## src/rtl/comparator_pkg.sv

```systemverilog
// Types and {y,z} encodings shared by the serial comparator and the downstream system stage.
package comparator_pkg;

    typedef enum logic [1:0] {
        IDLE    = 2'd0,
        COMPARE = 2'd1,
        DONE    = 2'd2
    } state_t;

    localparam logic [1:0] YZ_IDLE = 2'b00;
    localparam logic [1:0] YZ_EQ   = 2'b01;
    localparam logic [1:0] YZ_AGT  = 2'b10;
    localparam logic [1:0] YZ_BGT  = 2'b11;

    // Both "greater" codes have y set, so y alone marks a settled comparison.
    function automatic logic isResolved(input logic [1:0] yz);
        return yz[1];
    endfunction

endpackage

```

## src/rtl/bit_pair_decider.sv

```systemverilog
// Combinational step of the MSB-first comparison: folds one a/b bit pair into the running {y,z}.
module bit_pair_decider
    import comparator_pkg::*;
(
    input  logic [1:0] curYz,
    input  logic       bitA,
    input  logic       bitB,
    output logic [1:0] nextYz_c,
    output logic       resolved_c
);

    // A settled verdict is sticky; otherwise the first differing pair decides.
    always_comb begin
        nextYz_c = curYz;
        if (!isResolved(curYz)) begin
            if (bitA && !bitB) begin
                nextYz_c = YZ_AGT;
            end else if (!bitA && bitB) begin
                nextYz_c = YZ_BGT;
            end else begin
                nextYz_c = YZ_EQ;
            end
        end
    end

    assign resolved_c = isResolved(nextYz_c);

endmodule

```

## src/rtl/serial_word_comparator.sv

```systemverilog
// Serial MSB-first magnitude comparator: latches A/B on start, walks one bit per clock,
// and publishes the running {y,z} code plus the bit pair under examination.
module serial_word_comparator
    import comparator_pkg::*;
#(
    parameter int unsigned WIDTH      = 3,
    parameter bit          EARLY_STOP = 1'b1,
    localparam int unsigned IDX_W     = (WIDTH > 1) ? $clog2(WIDTH) : 1
) (
    input  logic             clk,
    input  logic             rst,
    input  logic             start,
    input  logic [WIDTH-1:0] a_in,
    input  logic [WIDTH-1:0] b_in,
    output logic             busy,
    output logic             done,
    output logic             y,
    output logic             z,
    output logic             cur_a,
    output logic             cur_b,
    output logic [IDX_W-1:0] bit_idx,
    output logic             eq,
    output logic             a_gt_b,
    output logic             b_gt_a
);

    state_t            state;
    state_t            nextState;
    logic [WIDTH-1:0]  shadowA;
    logic [WIDTH-1:0]  shadowB;
    logic [IDX_W-1:0]  bitIdx;
    logic [1:0]        yzReg;
    logic [1:0]        decYz;
    logic              decResolved;
    logic              lastBit;
    logic              loadJob;
    logic              stepBit;
    logic              finish;

    // Shadow bits indexed by registered state, so they hold after the walk ends.
    assign cur_a   = shadowA[bitIdx];
    assign cur_b   = shadowB[bitIdx];
    assign bit_idx = bitIdx;
    assign y       = yzReg[1];
    assign z       = yzReg[0];
    assign lastBit = (bitIdx == '0);

    bit_pair_decider uDecider (
        .curYz      (yzReg),
        .bitA       (cur_a),
        .bitB       (cur_b),
        .nextYz_c   (decYz),
        .resolved_c (decResolved)
    );

    always_ff @(posedge clk) begin
        if (rst) begin
            state <= IDLE;
        end else begin
            state <= nextState;
        end
    end

    always_comb begin
        nextState = state;
        case (state)
            IDLE:    if (start) nextState = COMPARE;
            COMPARE: if (lastBit || (EARLY_STOP && decResolved)) nextState = DONE;
            DONE:    nextState = IDLE;
            default: nextState = IDLE;
        endcase
    end

    always_comb begin
        loadJob = 1'b0;
        stepBit = 1'b0;
        finish  = 1'b0;
        case (state)
            IDLE:    loadJob = start;
            COMPARE: begin
                stepBit = 1'b1;
                finish  = (nextState == DONE);
            end
            default: ;
        endcase
    end

    // Datapath and registered status; results only change on load or completion.
    always_ff @(posedge clk) begin
        if (rst) begin
            shadowA <= '0;
            shadowB <= '0;
            bitIdx  <= '0;
            yzReg   <= YZ_IDLE;
            busy    <= 1'b0;
            done    <= 1'b0;
            eq      <= 1'b0;
            a_gt_b  <= 1'b0;
            b_gt_a  <= 1'b0;
        end else begin
            busy <= (nextState == COMPARE);
            done <= (nextState == DONE);
            if (loadJob) begin
                shadowA <= a_in;
                shadowB <= b_in;
                bitIdx  <= IDX_W'(WIDTH - 1);
                yzReg   <= YZ_EQ;
                eq      <= 1'b0;
                a_gt_b  <= 1'b0;
                b_gt_a  <= 1'b0;
            end
            if (stepBit) begin
                yzReg <= decYz;
                if (finish) begin
                    eq     <= (decYz == YZ_EQ);
                    a_gt_b <= (decYz == YZ_AGT);
                    b_gt_a <= (decYz == YZ_BGT);
                end else begin
                    bitIdx <= bitIdx - IDX_W'(1);
                end
            end
        end
    end

endmodule

```

## config.mk

```make
export PLATFORM = sky130hd
export DESIGN_NAME = serial_word_comparator
export DESIGN_NICKNAME = d
export VERILOG_FILES = /design/src/rtl/comparator_pkg.sv /design/src/rtl/bit_pair_decider.sv /design/src/rtl/serial_word_comparator.sv
export SDC_FILE = /design/constraint.sdc
export NUM_CORES = 1
export LEC_CHECK = 0
export BUFFER_PORTS_ARGS = -buffer_cell sky130_fd_sc_hd__buf_4
export CORE_MARGIN = 3
export CORE_UTILIZATION = 53
export CTS_CLUSTER_SIZE = 12
export DETAILED_ROUTE_END_ITERATION = 10
export PLACE_DENSITY = 0.76
export SLEW_MARGIN = 30
export SYNTH_ARGS = -nofsm -noshare
export SYNTH_HDL_FRONTEND = slang
export SYNTH_SLANG_ARGS = --single-unit
```

## constraint.sdc

```tcl
create_clock -name clk -period 4 [get_ports clk]
set_input_delay 0.2 -clock clk [delete_from_list [all_inputs] [get_ports clk]]
set_output_delay 0.2 -clock clk [all_outputs]
set_load 0.01 [all_outputs]
```

==> run_results.csv <==
group,metric,value,unit
outcome,status,"completed",
power_and_ir_drop,p_int,0.000256,W
power_and_ir_drop,p_per_area,389,mW/mm2
drt,drt-total-wl,1540,um
synth,ys.flop_type,"dfxtp_1",
floorplan,fp.dieArea,0.00193,mm2
min_path,min-delay-start,"a_in[0]",
synth,syn_inst,89,
floorplan,ios,20,
synth,synth.distinct_cells,29,
synth,synth_largest_area_cell,"dfxtp_1",
placement,dp_cells,117,
synth,synth-edff-count,0,
sta,hold_violations,0,
sta,fin_skew,0.000354,ns
clock_network,cts.sinks,17,
power_and_ir_drop,p_leak,0.370,nW
drt,vias,651,
critical_path,cp-start-kind,"register",
layout,fillers,109,
sta,period_share,55.6,%
critical_path,rrSetupSlack,1.78,ns
drt,drt_iter0_markers,14,
drt,first_pass_iters,4,
power_and_ir_drop,combPwrFrac,21.5,%
synth,yosysTopAreaCellShare,44.7,%
grt,overflow,0,
clock_network,cts-htree-levels,1,
sta,tightest_slew,0.631,ns
power_and_ir_drop,power,0.000359,W
synth,ys_seq_area_share,44.7,%
critical_path,worst_setup_path_end_kind,"register",
flow_run,maxCapViolCount,0,
clock_network,path_clk_slew,0.09,ns
floorplan,die_w,43.9,um
clock_network,worstSkewPairLatency,0.29,ns
layout,antennaDiodeCount,0,
critical_path,worstPathArrival,2.43,ns
layout,area_growth,21.2,%
critical_path,cp_max_fo,11,
clock_network,tritoncts,"built",
power_and_ir_drop,power_frac_clock,25.3,%
floorplan,rows,13,
drt,final_antenna_net_count,0,
sta,max_slew_margin,57.7,%
critical_path,rr_endpoint,"bit_idx[1]",
clock_network,numCtsBuffers,3,
drt,drcViolationCount,0,
power_and_ir_drop,power.switching,0.000103,W
synth,syn_area,762,um2
critical_path,required,4.20,ns
sta,setup_viol,0,
synth,avgSynthCellArea,8.56,um2
synth,synthTopCellsByArea,"dfxtp_1 45%, a21oi_1 7.9%, nand2_1 7.4%, ha_1 3.3%, nand2b_1 3.3%",
min_path,hp-class,"in -> reg",
grt,first_global_vias,596,
clock_network,clockRootBuffer,"clkbuf_4",
critical_path,rr_startpoint,"bit_idx[1]",
layout,nNetsFinal,118,
sta,setup_tns,0,ns
placement,io_buffers,19,
power_and_ir_drop,seq_power_share,53.2,%
min_path,whs_endpoint,"shadowA[0]",
min_path,hold_depth,3,
sta,rsz0062_at_grt,"false",
clock_network,cts_resized,0,
floorplan,dieHeight,43.9,um
sta,max_freq,0.450,GHz
floorplan,initial_core_util,57.8,%
clock_network,cts_setup_buffers,0,
synth,synth.most_common_cell,"dfxtp_1",
placement,dpl.hpwl,1140,um
layout,fin_cells,121,
critical_path,rr_worst_depth,6,
drt,via_per_inst,5.38,
grt,grt_use_total,18.8,%
sta,maxSlewViolCount,0,
grt,grt_pass1_wl,2640,um
power_and_ir_drop,sw_frac_of_total,28.8,%
synth,ys_async_sr_fraction,0,%
drt,wl_per_cell,12.8,um
critical_path,crit_type,"reg -> reg",
sta,timing.hold.ws,0.150,ns
clock_network,clockBufferDepth,2,
floorplan,coreArea,0.00132,mm2
clock_network,cts_hold_buf,0,
synth,syn_nets,100,
grt,grt_max_degree,18,
synth,ys_ff_latch,17,
synth,yosys-top-cells-count,"17 x dfxtp_1, 15 x nand2_1, 12 x a21oi_1",
synth,yosysWarningCount,0,
layout,drive_above_1_share,25.5,%
sta,fin_crit,2.22,ns
placement,gp_congestion,0.711,
grt,antenna_found_initial,0,
power_and_ir_drop,power.ir.vdd_worst,0.000262,V
==> cell usage in the layout, fill, tap and decap left out, types with 3 or more instances in the layout <==
master	netlist	routed
nor3_1	3	3
dfxtp_1	17	17
nand2_1	15	15
o21ai_0	3	3
a21oi_1	12	12
buf_4	0	19
inv_1	4	4
clkbuf_4	0	3
nor2_1	3	3
o211ai_1	3	3
nand2b_1	4	4
==> power groups by stage <==
stage	clock [W]	combinational, W	sequential, W
2_1_floorplan	0	0.0000497	0.000196
3_3_place_gp	0	0.0000743	0.000194
3_5_place_dp	0	0.0000765	0.000195
4_1_cts	0.0000936	0.0000766	0.000191
5_1_grt	0.000101	0.0000861	0.000193
6_report	0.0000907	0.0000772	0.000191
==> logic make-up (layout without fill, tap and decap cells) <==
group                      after synthesis  in the layout  synth area share (%)
and+or+nand+nor                         33             33                  22.5
muxes                                    2              2                  2.63
buffers and inverters                   10             27                  6.07
AOI/OAI and AO/OA                       25             25                  20.9
DFF                                     17             17                  44.7
adders and majority gates                2              2                  3.28
==> worst max-delay path by stage <==
| stage | from | endpoint | slack (ns) | cells after the start |
|---|---|---|---|---|
| 5_1_grt | bit_idx[1] | bit_idx[1] | 1.54 | 6 |
| 3_3_place_gp | bit_idx[1] | bit_idx[1] | 1.59 | 6 |
| 4_1_cts | bit_idx[1] | bit_idx[1] | 1.38 | 6 |
| 2_1_floorplan | bit_idx[1] | bit_idx[1] | 2.00 | 7 |
| 3_5_place_dp | bit_idx[1] | bit_idx[1] | 1.43 | 6 |
| 6_report | bit_idx[1] | bit_idx[1] | 1.78 | 6 |
==> flip-flops by register name, summed over array words and instances (netlist names), 2 cells and up <==
name,count
bit_idx,2
shadowA,3
shadowB,3
state,2
yzReg,2
==> layer usage <==
metal	part of all wire [%]	wire [um]	vias up	track usage (%)
met2	47	726	12	29.9
met5	0	0	-	0
met4	2.4	37	0	10.8
met3	4.7	73	5	3.73
met1	46	707	293	23.4
li1	-	-	341	-
==> area by class of cell <==
| class | count | area [um2] | area share [%] |
|---|---|---|---|
| multi-input combinational | 62 | 380 | 41.2 |
| sequential | 17 | 340 | 36.9 |
| timing repair buffer | 19 | 143 | 15.4 |
| clock buffer | 4 | 26.3 | 2.85 |
| tap | 15 | 18.8 | 2.03 |
| inverter | 4 | 15.0 | 1.63 |
==> stage by stage <==
step	setup WS (ns)	utilization, %	instance area, um2
2_1_floorplan	2.00	-	762
3_3_place_gp	1.59	67.7	892
3_5_place_dp	1.43	67.7	892
4_1_cts	1.38	69.7	918
5_1_grt	1.54	70.1	923
6_report	1.78	70.1	923
==> critical path: stages, from the launching register on <==
cell and delay, ns:
dfxtp_1 0.46, mux2i_1 0.23, o21ai_0 0.13, ha_1 0.34
nor3b_2 0.55, a211oi_1 0.17, a311oi_1 0.27
Power figures use the tool's default switching activity.
